`config.mk`:
```
export PLATFORM = sky130hd
export DESIGN_NAME = shift_issue_buf
export DESIGN_NICKNAME = d
export VERILOG_FILES = /design/src/rtl/shift_issue_buf.sv
export SDC_FILE = /design/constraint.sdc
export NUM_CORES = 1
export LEC_CHECK = 0
export ABC_AREA = 1
export CAP_MARGIN = 20
export CORE_MARGIN = 4
export CORE_UTILIZATION = 50
export CTS_BUF_LIST = sky130_fd_sc_hd__clkbuf_8
export DETAILED_ROUTE_END_ITERATION = 8
export GPL_TIMING_DRIVEN = 0
export PLACE_DENSITY = 0.89
export SYNTH_ARGS = -nofsm -noshare
export SYNTH_HDL_FRONTEND = slang
export SYNTH_SLANG_ARGS = --single-unit
```
`constraint.sdc`:
```
create_clock -name clk -period 1.8 [get_ports clk]
set_input_delay 0.27 -clock clk [delete_from_list [all_inputs] [get_ports clk]]
set_output_delay 0.27 -clock clk [all_outputs]
set_load 0.01 [all_outputs]
```
`src/rtl/shift_issue_buf.sv`:
```
// shift_issue_buf: in-order FIFO of decoded RV32 shift micro-ops feeding an
// external combinational barrel shifter, with a registered result stage.
// Optional feature macro: SHIFT_ISSUE_FLUSH_EN (adds the flush input that
// discards every queued and held op at the next clock edge).
module shift_issue_buf #(
    parameter int unsigned DEPTH = 2
) (
    input  logic        clk,
    input  logic        rst_n,
`ifdef SHIFT_ISSUE_FLUSH_EN
    input  logic        flush,
`endif
    input  logic        in_valid,
    output logic        in_ready,
    input  logic [2:0]  in_funct3,
    input  logic        in_funct7_5,
    input  logic        in_is_imm,
    input  logic [31:0] in_rs1,
    input  logic [31:0] in_rs2,
    input  logic [4:0]  in_imm,
    input  logic [4:0]  in_rd,
    output logic [31:0] sh_a,
    output logic [31:0] sh_b,
    output logic [1:0]  sh_op,
    input  logic [31:0] sh_out,
    output logic        res_valid,
    input  logic        res_ready,
    output logic [31:0] res_data,
    output logic [4:0]  res_rd,
    output logic        res_illegal
);

    localparam int unsigned PW = (DEPTH > 1) ? $clog2(DEPTH) : 1;
    localparam int unsigned CW = PW + 1;
    localparam logic [CW-1:0] FULL_CNT = CW'(DEPTH);

    localparam logic [1:0] OP_SRL = 2'b00;
    localparam logic [1:0] OP_SLL = 2'b10;
    localparam logic [1:0] OP_SRA = 2'b01;

    // Queue storage: operands already muxed to shifter form.
    logic [31:0]   mem_a_q   [DEPTH];
    logic [31:0]   mem_a_d   [DEPTH];
    logic [31:0]   mem_b_q   [DEPTH];
    logic [31:0]   mem_b_d   [DEPTH];
    logic [1:0]    mem_op_q  [DEPTH];
    logic [1:0]    mem_op_d  [DEPTH];
    logic          mem_ill_q [DEPTH];
    logic          mem_ill_d [DEPTH];
    logic [4:0]    mem_rd_q  [DEPTH];
    logic [4:0]    mem_rd_d  [DEPTH];

    logic [PW-1:0] wr_ptr_q, wr_ptr_d;
    logic [PW-1:0] rd_ptr_q, rd_ptr_d;
    logic [CW-1:0] count_q, count_d;

    logic          res_valid_q, res_valid_d;
    logic [31:0]   res_data_q, res_data_d;
    logic [4:0]    res_rd_q, res_rd_d;
    logic          res_ill_q, res_ill_d;

    logic          flush_w;
    logic          empty;
    logic          full;
    logic          push;
    logic          issue;
    logic [1:0]    dec_op;
    logic          dec_ill;
    logic [31:0]   dec_b;

`ifdef SHIFT_ISSUE_FLUSH_EN
    assign flush_w = flush;
`else
    assign flush_w = 1'b0;
`endif

    // Queue status and handshake decisions.
    always_comb begin
        empty    = (count_q == '0);
        full     = (count_q == FULL_CNT);
        in_ready = !full;
        push     = in_valid && !full;
        issue    = !empty && (!res_valid_q || res_ready);
    end

    // Decode funct3/funct7[5] into shifter code and select the shift operand.
    always_comb begin
        dec_op  = OP_SRL;
        dec_ill = 1'b0;
        unique case ({in_funct3, in_funct7_5})
            4'b001_0: dec_op = OP_SLL;
            4'b101_0: dec_op = OP_SRL;
            4'b101_1: dec_op = OP_SRA;
            default:  dec_ill = 1'b1;
        endcase
        dec_b = in_is_imm ? {27'd0, in_imm} : in_rs2;
    end

    // Present the queue head to the barrel shifter; zero when empty.
    always_comb begin
        sh_a  = '0;
        sh_b  = '0;
        sh_op = '0;
        if (!empty) begin
            sh_a  = mem_a_q[rd_ptr_q];
            sh_b  = mem_b_q[rd_ptr_q];
            sh_op = mem_op_q[rd_ptr_q];
        end
    end

    // Next-state for queue, pointers, count and the result register.
    always_comb begin
        mem_a_d     = mem_a_q;
        mem_b_d     = mem_b_q;
        mem_op_d    = mem_op_q;
        mem_ill_d   = mem_ill_q;
        mem_rd_d    = mem_rd_q;
        wr_ptr_d    = wr_ptr_q;
        rd_ptr_d    = rd_ptr_q;
        count_d     = count_q;
        res_valid_d = res_valid_q;
        res_data_d  = res_data_q;
        res_rd_d    = res_rd_q;
        res_ill_d   = res_ill_q;

        if (push) begin
            mem_a_d[wr_ptr_q]   = in_rs1;
            mem_b_d[wr_ptr_q]   = dec_b;
            mem_op_d[wr_ptr_q]  = dec_op;
            mem_ill_d[wr_ptr_q] = dec_ill;
            mem_rd_d[wr_ptr_q]  = in_rd;
            wr_ptr_d            = wr_ptr_q + PW'(1);
        end

        if (issue) begin
            rd_ptr_d    = rd_ptr_q + PW'(1);
            res_valid_d = 1'b1;
            res_data_d  = mem_ill_q[rd_ptr_q] ? '0 : sh_out;
            res_rd_d    = mem_rd_q[rd_ptr_q];
            res_ill_d   = mem_ill_q[rd_ptr_q];
        end else if (res_ready) begin
            res_valid_d = 1'b0;
        end

        unique case ({push, issue})
            2'b10:   count_d = count_q + CW'(1);
            2'b01:   count_d = count_q - CW'(1);
            default: count_d = count_q;
        endcase

        // Flush overrides everything decided above; payload regs keep their
        // values since res_valid alone qualifies them.
        if (flush_w) begin
            mem_a_d     = mem_a_q;
            mem_b_d     = mem_b_q;
            mem_op_d    = mem_op_q;
            mem_ill_d   = mem_ill_q;
            mem_rd_d    = mem_rd_q;
            wr_ptr_d    = '0;
            rd_ptr_d    = '0;
            count_d     = '0;
            res_valid_d = 1'b0;
            res_data_d  = res_data_q;
            res_rd_d    = res_rd_q;
            res_ill_d   = res_ill_q;
        end
    end

    // State registers with synchronous active-low reset.
    always_ff @(posedge clk) begin
        if (!rst_n) begin
            mem_a_q     <= '{default: '0};
            mem_b_q     <= '{default: '0};
            mem_op_q    <= '{default: '0};
            mem_ill_q   <= '{default: '0};
            mem_rd_q    <= '{default: '0};
            wr_ptr_q    <= '0;
            rd_ptr_q    <= '0;
            count_q     <= '0;
            res_valid_q <= 1'b0;
            res_data_q  <= '0;
            res_rd_q    <= '0;
            res_ill_q   <= 1'b0;
        end else begin
            mem_a_q     <= mem_a_d;
            mem_b_q     <= mem_b_d;
            mem_op_q    <= mem_op_d;
            mem_ill_q   <= mem_ill_d;
            mem_rd_q    <= mem_rd_d;
            wr_ptr_q    <= wr_ptr_d;
            rd_ptr_q    <= rd_ptr_d;
            count_q     <= count_d;
            res_valid_q <= res_valid_d;
            res_data_q  <= res_data_d;
            res_rd_q    <= res_rd_d;
            res_ill_q   <= res_ill_d;
        end
    end

    assign res_valid   = res_valid_q;
    assign res_data    = res_data_q;
    assign res_rd      = res_rd_q;
    assign res_illegal = res_ill_q;

endmodule

```
======== Word level (Yosys, flattened, before mapping) ========
Cells that the tools add are included.
storage, ports and cells
  register bits ........................... 187
  bits of input ports ..................... 115
  output and inout bits ................... 106
  word-level logic and storage cells ...... 81
operators by class
  add/subtract/negate cells ............... 4
  magnitude comparators ................... 3
  equal/unequal tests ..................... 6
  mux-type cells .......................... 38
  bitwise operators ....................... 2
  reductions and logical operators ........ 11
operators with widths
  cell                                                              number
  32-bit 2-to-1 mux                                                 11
  64-bit bitwise mux                                                2
  32-bit demux with 1-bit select                                    1
  5-bit 2-to-1 mux                                                  4
  10-bit bitwise mux                                                1
  2-bit 2-to-1 mux                                                  5
  4-bit == test (second input constant)                             2
  2-bit case mux with 2 select lines                                2
  1-bit 2-to-1 mux                                                  7
  5-bit demux with 1-bit select                                     1
  4-bit bitwise mux                                                 1
  2-bit == test (second input constant)                             2
  4-bit by 2-bit == test with 1-bit output (second input constant)  1
  2-bit >= comparator (second input constant)                       2
  1-bit NOT with 2-bit output                                       2
  2-bit nonzero test                                                2
  1-bit logical AND                                                 3
  1-bit logical NOT                                                 3
  3-bit OR reduction                                                1
  1-bit adder (second input constant)                               2
  2-bit by 1-bit adder with 2-bit output (second input constant)    1
  2-bit bitwise mux                                                 1
  2-bit demux with 1-bit select                                     1
  2-bit by 1-bit == test with 1-bit output (second input constant)  1
  5 further kinds                                                   5

======== Depth between registers and ports, before layout ========
Gate-level depths: netlist of the first run.
  word-level depth ........................ 6
  mapped depth ............................ 10

======== Least setup slack after synthesis of the first run ========
OpenSTA, ideal clock, no wires.
  path kind ............................... reg2reg
  from .................................... register res_valid_q, in the netlist res_valid
  to ...................................... register count_q[1]
  arrival ................................. 1415 ps
  data required time ...................... 1683 ps
  setup slack ............................. 269 ps
  cell stages (with the launch flop) ...... 9
  buffers on the path ..................... 0
  period minus slack after synthesis ...... 1531 ps
  cell sequence ........................... dfxtp_1 nand2_1 nand2_1 clkinv_1 ha_1 inv_1 nand3_1 o21ai_0 nor2_1
between the ends
  longest elaborated chain between the ends .. 5
  elaborated cells between the ends (all ways) .. 7
  those cells by class .................... eq/ne: 2; mux: 1; reduce/logical: 4
RTL lines
  what                                                                       line  RTL
  from (decl)                                                                57    logic res_valid_q, res_valid_d;
  from (signal assigned)                                                     193   res_valid_q <= res_valid_d;
  1-bit logical NOT (*)                                                      83    issue = !empty && (!res_valid_q || res_ready);
  1-bit logical OR (*)                                                       83
  1-bit logical AND (*)                                                      83
  named net issue                                                            66    logic issue;
  2-bit by 1-bit == test with 1-bit output or 2-bit == test (tied branches)  145   unique case ({push, issue})
  2-bit case mux with 2 select lines or 2-bit nonzero test (tied branches)   n/a
  to (signal assigned)                                                       192   count_q <= count_d;
  to (decl)                                                                  55    logic [CW-1:0] count_q, count_d;
The timed path passes the listed nets; every way through them passes the cells marked *.
A chain may end at the register's enable or synchronous reset.

======== Worst setup path in the final report of the first run ========
  from .................................... register count_q[0]
  to ...................................... output sh_a[3]
between the ends
  longest elaborated chain between the ends .. 2
RTL lines
  what               line  RTL
  2-bit logical NOT  79    empty = (count_q == '0);
  32-bit 2-to-1 mux  104   if (!empty) begin
  to (decl)          22    output logic [31:0] sh_a,
Every way passes these cells.

==> results of run 1 <==
-- logic make-up (layout without fill, tap and decap cells) --
group	count (synthesis)	count (layout)	share of synthesized area
AO/OA/AOI/OAI	196	196	0.127
adder cells (fa/ha/maj)	1	1	0.00149
buffers and inverters	208	476	0.106
flip-flops	187	187	0.447
other	0	1	0
AND/OR/NAND/NOR	692	692	0.318
-- metrics by stage --
step                      utilization  std cells
after detailed placement        0.658       1723
final                           0.732       1773
after global placement          0.658       1723
after CTS                       0.710       1766
after global routing            0.732       1772
after floorplan                     -       1284
-- critical path, stage by stage (launching register included) --
cell,delay (ns)
dfxtp_2,0.36
inv_4,0.06
nand2_8,0.12
clkbuf_8,0.19
o21ai_0,0.14
a21oi_2,0.19
buf_2,0.16
-- synth_stat cells --
master	n	area share
nand2_1	371	0.17
inv_1	119	0.053
dfxtp_1	187	0.45
clkbuf_1	33	0.015
a31oi_1	1	0.00075
nand2_2	3	0.0022
buf_2	34	0.020
ha_1	1	0.0015
nor2_1	279	0.13
o21ai_0	84	0.050
inv_2	5	0.0022
a21boi_0	33	0.030
a21oi_1	71	0.042
buf_6	1	0.0013
nand4_1	1	0.00075
buf_4	15	0.013
nor2b_1	1	0.00075
nand3_2	1	0.0012
nand3_1	36	0.022
clkinv_1	1	0.00045
o21ai_1	7	0.0042
-- cell usage in the layout (no fill, tap or decap), types with 3 or more instances in the layout --
cell type          n
inv_2              3
nand2_1          370
a21oi_1           16
o21ai_0           41
buf_4             26
clkbuf_1          15
clkdlybuf4s50_1  152
a21oi_2           39
nand3_1           36
buf_8              8
dfxtp_1          184
inv_1            121
clkbuf_8          27
o21ai_1           22
nor2_1           279
a21boi_0          33
buf_6             19
bufinv_16          3
buf_2             77
clkinv_2           3
clkbuf_16         10
nand2_2            3
a21oi_4           16
o21ai_2           26
clkinv_4           3
-- sequential cells by signal, summed over array words and instances (netlist names) --
| name | flops |
|---|---|
| mem_a_q | 64 |
| count_q | 2 |
| res_rd | 5 |
| res_data | 32 |
| mem_b_q | 64 |
| res_valid | 1 |
| mem_op_q | 4 |
| rd_ptr_q | 1 |
| res_illegal | 1 |
| mem_ill_q | 2 |
| wr_ptr_q | 1 |
| mem_rd_q | 10 |
-- how the worst max path moves through the flow --
stage | slack (ns) | cells past startpoint | end
after global placement | -0.55 | 6 | sh_b[2]
after floorplan | 0.27 | 8 | count_q[1]
after detailed placement | -0.53 | 6 | sh_b[2]
after CTS | -0.11 | 7 | sh_a[1]
final | -0.16 | 6 | sh_a[3]
after global routing | -0.21 | 7 | sh_b[22]
-- metal layers --
layer	global-route usage	part of all wire
met1	0.330	0.39
met2	0.476	0.48
met3	0.0698	0.098
met4	0.0976	0.028
met5	0	0
-- final cells by class --
class / count / area (um^2) / area share
clock buffer: 18 / 248 / 0.0205
inverter: 125 / 487 / 0.0404
buffer: 83 / 726 / 0.0602
tap: 220 / 275 / 0.0228
multi-input combinational: 889 / 4200 / 0.348
antenna: 1 / 2.50 / 0.000207
clock inverter: 13 / 154 / 0.0128
sequential: 187 / 3750 / 0.311
timing repair buffer: 237 / 2220 / 0.184
-- what timing repair did --
item / CTS / global route
setup buffers: 5 / 3
gates resized for setup: 447 / 80
hold buffers: 0 / 0
gates cloned: 7 / 4
setup endpoints to repair: 68 / 68
pin swaps: 4 / 2
-- power groups by stage --
stage	clock (mW)	sequential, mW	combinational, mW
6_report	2.89	5.22	10.2
5_1_grt	3.07	5.28	10.9
4_1_cts	2.90	5.18	9.00
3_5_place_dp	0	5.27	7.62
3_3_place_gp	0	5.24	7.51
2_1_floorplan	0	5.34	4.09
==> metrics.md, run 1 <==
| Metric | Value |
|---|---|
| Cell area after synthesis | about 8400 um^2 |
| CP startpoint | count_q[0] |
| Status | complete, but fails checks |
| Crit path kind | reg2out |
| # H-tree levels | 4 |
| RSZ-0062 raised after global routing | true |
| Finished Cell Area | roughly 12000 um^2 |
| Synthesis-stage register bit count | 187 |
| Critical path arrival | approximately 1.7 ns |
| Die area | ~19000 um^2 |
| Clock latency on the worst-skew pair | between 0.4 and 0.5 ns |
| Port buffer count | approximately 220 |
| Final Hold Viols | 0 |
| Drt total wl | 27.8 mm |
| Placed Area | 10800 um^2 |
| CTS Root Cell | clkbuf_8 |
| Fin. max-slew vios | 0 |
| Sw Ratio | 0.414 |
| Setup crit end kind | primary output |
| Clock slew at reported path FFs | 0.10 ns |
| First-pass GRT wire length | around 41 mm |
| Share of layout cells above drive strength 1 | 0.179 |
| Fillers | 1226 |
| Nets | 1656 |
| Max-Cap Viols | 0 |
| Syn avg cell area | approximately 6.5 um^2 |
| Syn. warnings | 0 |
| # setup viols final | between 60 and 70 |
| TritonCTS Buffers | 17 |
| RR Startpoint | count_q[0] |
| Total congestion overflow | 0 |
| Worst setup margin | -0.158 ns |
| Leak | ~5.7 nW |
| Clk_skew | 0.0128 ns |
| Vias per cell | around 5.1 |
| Synthesized Nets | 1400 |
| Failing checks | negative setup slack |
| CTS Buffer Depth | 2 |
| Syn Inst Count | roughly 1300 |
| Synth cell types | 21 |
| Layout overhead on the synthesized area | 44.1% |
| Reg-to-Reg End | count_q[1] |
| Worst VDD drop | around 0.84 mV |
| Critical Path Fanout Max | 10 |
| Final HPWL DP | 18.1 mm |
| Achievable Freq | 0.511 GHz |
| Rel. slew slack | 0.678 |
| Pint | roughly 11 mW |
| Worst Reg2Reg Path Length in Cells | 10 |
| Net Switching | about 7.6 mW |
| Worst EP required | between 1.5 and 2 ns |
| Largest net degree at the start of global routing | 17 |
| Hold Crit Endpoint | mem_a_q[10] |
| Sequential area share after synthesis | 0.447 |
| Worst Hold Depth | 3 |
| DRT antenna net count | 0 |
| Die W | between 100 and 150 um |
| Initial DRT Pass Iterations | 7 |
| Clock sinks | 187 |
| RePlAce Congestion | about 0.9 |
| CTS tree | built |
| Hold WS | approximately 0.37 ns |
| # rows | 47 |
| Worst Max-Slew Pin Slew | slightly below 0.5 ns |
| Pwr Density | between 1500 and 2000 nW/um^2 |
| I/O Pins | between 200 and 250 |
| Vias | between 9000 and 10000 |
| Clock power frac | 0.158 |
| # DRC | 0 |
| Sequential share of power | 0.285 |
| Worst Hold Launch | in_rs1[10] |
| Tot Pwr | about 18 mW |
| Vias in the first global route | 8350 |
| Die Y | about 140 um |
| Total core area | about 16000 um^2 |
| R2R setup slack | 0.18 ns |
| Initial antenna violation count | 0 |
| HP Class | in2reg |
| DR WL/cell | 15.7 um |
| Period utilization | 1.09 |
| Initial Utilization | 0.508 |
| Initial DRC count | between 600 and 700 |
| GR Util All Layers | 0.275 |
| Gate power share | 0.556 |
| Final Critical Period | around 2 ns |
| CP startpoint kind | flip-flop |
| Setup TNS | -4.45 ns |
| Place WS | -0.526 ns |
(Power assumes the default switching activity.)
==> run 2, diff against run 1 <==
CELL_PAD_IN_SITES_DETAIL_PLACEMENT = 0   (was not set)
CELL_PAD_IN_SITES_GLOBAL_PLACEMENT = 2   (was not set)
CORE_UTILIZATION = 26   (was 50)
HOLD_SLACK_MARGIN = 0.12   (was not set)
PLACE_DENSITY = 0.88   (was 0.89)
==> metrics.md, run 2 (synthesis gave the netlist of run 1 again) <==
| Metric | Value |
|---|---|
| Worst Reg2Reg Path Length in Cells | 9 (-1) |
| CTS tree | built |
| Leak | 5.84 nW (+1.6%) |
| Post-Route Utilization | 0.396 (-0.336) |
| DRT antenna net count | 0 (unchanged) |
| Final Hold Viols | 0 (unchanged) |
| Worst setup margin | -0.160 ns (-0.00275 ns) |
| # H-tree levels | 4 (unchanged) |
| Fin. max-slew vios | 0 (unchanged) |
| Critical Path Fanout Max | 6 (-4) |
| Failing checks | negative setup slack |
| Die area | 35100 um^2 (+86%) |
| Final cell count without fillers | 1973 (+11%) |
| TritonCTS Buffers | 17 (unchanged) |
| Worst Max-Slew Pin Slew | 0.572 ns (+0.0898 ns) |
| Most frequent cells in the layout | nand2_1 (370), nor2_1 (279), dfxtp_1 (184), clkdlybuf4s50_1 (152), inv_1 (119) |
| Port buffer count | 219 (unchanged) |
| Die Y | 187 um (+36%) |
| Clock slew at reported path FFs | 0.11 ns (about the same) |
| Status | complete, but fails checks |
| Period utilization | 1.09 (+0.00153) |
| Layout overhead on the synthesized area | 49.8% |
| First-pass GRT wire length | 47.6 mm (+17%) |
| Crit path kind | reg2out |
| Drt total wl | 30.4 mm (+9.3%) |
| Hold WS | 0.376 ns (+0.00970 ns) |
| Final Critical Period | 1.96 ns (+0.00275 ns) |
| Initial DRC count | 385 (-43%) |
| Max-Cap Viols | 0 (unchanged) |
| Rel. slew slack | 0.614 (-0.0639) |
| RePlAce Congestion | 0.801 (-11%) |
| # setup viols final | 62 (-4.6%) |
| Total congestion overflow | 0 (unchanged) |
| Worst EP required | 1.53 ns (about the same) |
| Achievable Freq | 0.510 GHz (-0.14%) |
| Place WS | -0.736 ns (-0.209 ns) |
| Share of layout cells above drive strength 1 | 0.196 (+0.0171) |
| HP Class | in2reg |
| Worst Hold Launch | in_rd[0] |
| Final HPWL DP | 21.2 mm (+17%) |
| Initial DRT Pass Iterations | 5 (-2) |
| Clock sinks | 187 (unchanged) |
| Clock latency on the worst-skew pair | 0.46 ns (-0.02 ns) |
| DR WL/cell | 15.4 um (-1.7%) |
| CTS Buffer Depth | 2 (unchanged) |
| Placed Cells incl. Taps | 1905 (+11%) |
| Vias in the first global route | 8385 (+0.42%) |
| Largest net degree at the start of global routing | 19 (+2) |
| Worst VDD drop | 0.605 mV (-28%) |
| Clk_skew | 0.0152 ns (+0.00236 ns) |
| R2R setup slack | 0.14 ns (-0.04 ns) |
| Vias | 8562 (-5.9%) |
| CP startpoint | count_q[0] |
| CTS Root Cell | clkbuf_8 |
| RSZ-0062 raised after global routing | true |
| CTS Hold Buffers Added | 0 (unchanged) |
| Initial antenna violation count | 1 (+1) |
| # rows | 65 (+38%) |
| GR Util All Layers | 0.169 (-0.106) |
| Setup crit end kind | primary output |
| Initial Utilization | 0.265 (-0.244) |
| Vias per cell | 4.34 (-15%) |
| # DRC | 0 (unchanged) |
| Pwr Density | 1530 nW/um^2 (+0.81%) |
| Reg-to-Reg End | mem_b_q[41] |
| Nets | 1674 (+1.1%) |
| Die W | 187 um (+36%) |
| CP startpoint kind | flip-flop |
| I/O Pins | 221 (unchanged) |
| Worst setup endpoint | sh_b[21] |
| Critical path arrival | 1.69 ns (about the same) |
| RR Startpoint | count_q[0] |
| Commonest non-fill, non-tap cell in the layout | nand2_1 |
| Total core area | 31600 um^2 (+92%) |
[run 2: cell types whose count changed in the layout (fill, tap and decap cells not counted), sizes merged]
cell,delta
buf,+19
bufinv,-3
inv,+6
dlygate4sd2,-1
clkinv,-2
clkinvlp,-1
clkdlybuf4s15,+4
clkbuf,-4
[run 2: routing by layer]
| layer | routed length, um | share of wire | vias up | track usage |
|---|---|---|---|---|
| li1 | - | - | 4466 | - |
| met3 | 1480 | 0.049 | 22 | 0.0355 |
| met4 | 310 | 0.010 | 0 | 0.0263 |
| met1 | 15000 | 0.49 | 3874 | 0.237 |
| met2 | 13600 | 0.45 | 200 | 0.273 |
| met5 | 0 | 0 | - | 0 |
[run 2: power by group]
part / internal [mW] / switching (mW) / total, mW
combinational: 5.12 / 6.04 / 11.2
clock: 1.06 / 1.72 / 2.78
sequential: 4.88 / 0.318 / 5.20
[run 2: metrics by stage]
step | power, mW | setup TNS (ns) | cell area, um^2
4_1_cts | 18.4 | -8.28 | 12200
2_1_floorplan | 9.43 | 0 | 8370
3_5_place_dp | 13.3 | -44.67 | 11100
3_3_place_gp | 13.2 | -44.71 | 11100
5_1_grt | 20.5 | -11.81 | 12500
6_report | 19.1 | -4.86 | 12500
[run 2: worst min-delay path by stage]
stage / endpoint / slack [ns] / depth (start not counted)
after floorplan: mem_a_q[10] / 0.38 / 2
after global placement: mem_a_q[20] / 0.42 / 2
after detailed placement: mem_b_q[1] / 0.43 / 2
after CTS: mem_rd_q[0] / 0.34 / 3
after global routing: mem_a_q[10] / 0.35 / 3
final: mem_rd_q[0] / 0.38 / 3
[run 2: timing repair]
item                       CTS  global route
gates cloned                 6             2
pin swaps                    2             2
setup endpoints to repair   69            72
resized for setup          498            73
setup buffers               22             6
[run 2: worst max-delay path, stage by stage (launching register included)]
cell     delay (ns)
dfxtp_2        0.36
inv_4          0.05
nand2_8        0.10
buf_12         0.15
buf_8          0.12
buf_6          0.10
o21ai_4        0.05
a21oi_2        0.14
buf_2          0.16
[run 2: layout make-up]
class / count / area [um^2]
diodes: 1 / 2.50
clock inverters: 13 / 125
inverters: 125 / 489
plain buffers: 83 / 722
multi-input cells: 889 / 4300
fillers: 3380 / 19100
well taps: 402 / 503
flip-flops and latches: 187 / 3750
repair buffers: 255 / 2390
clock buffers: 18 / 248
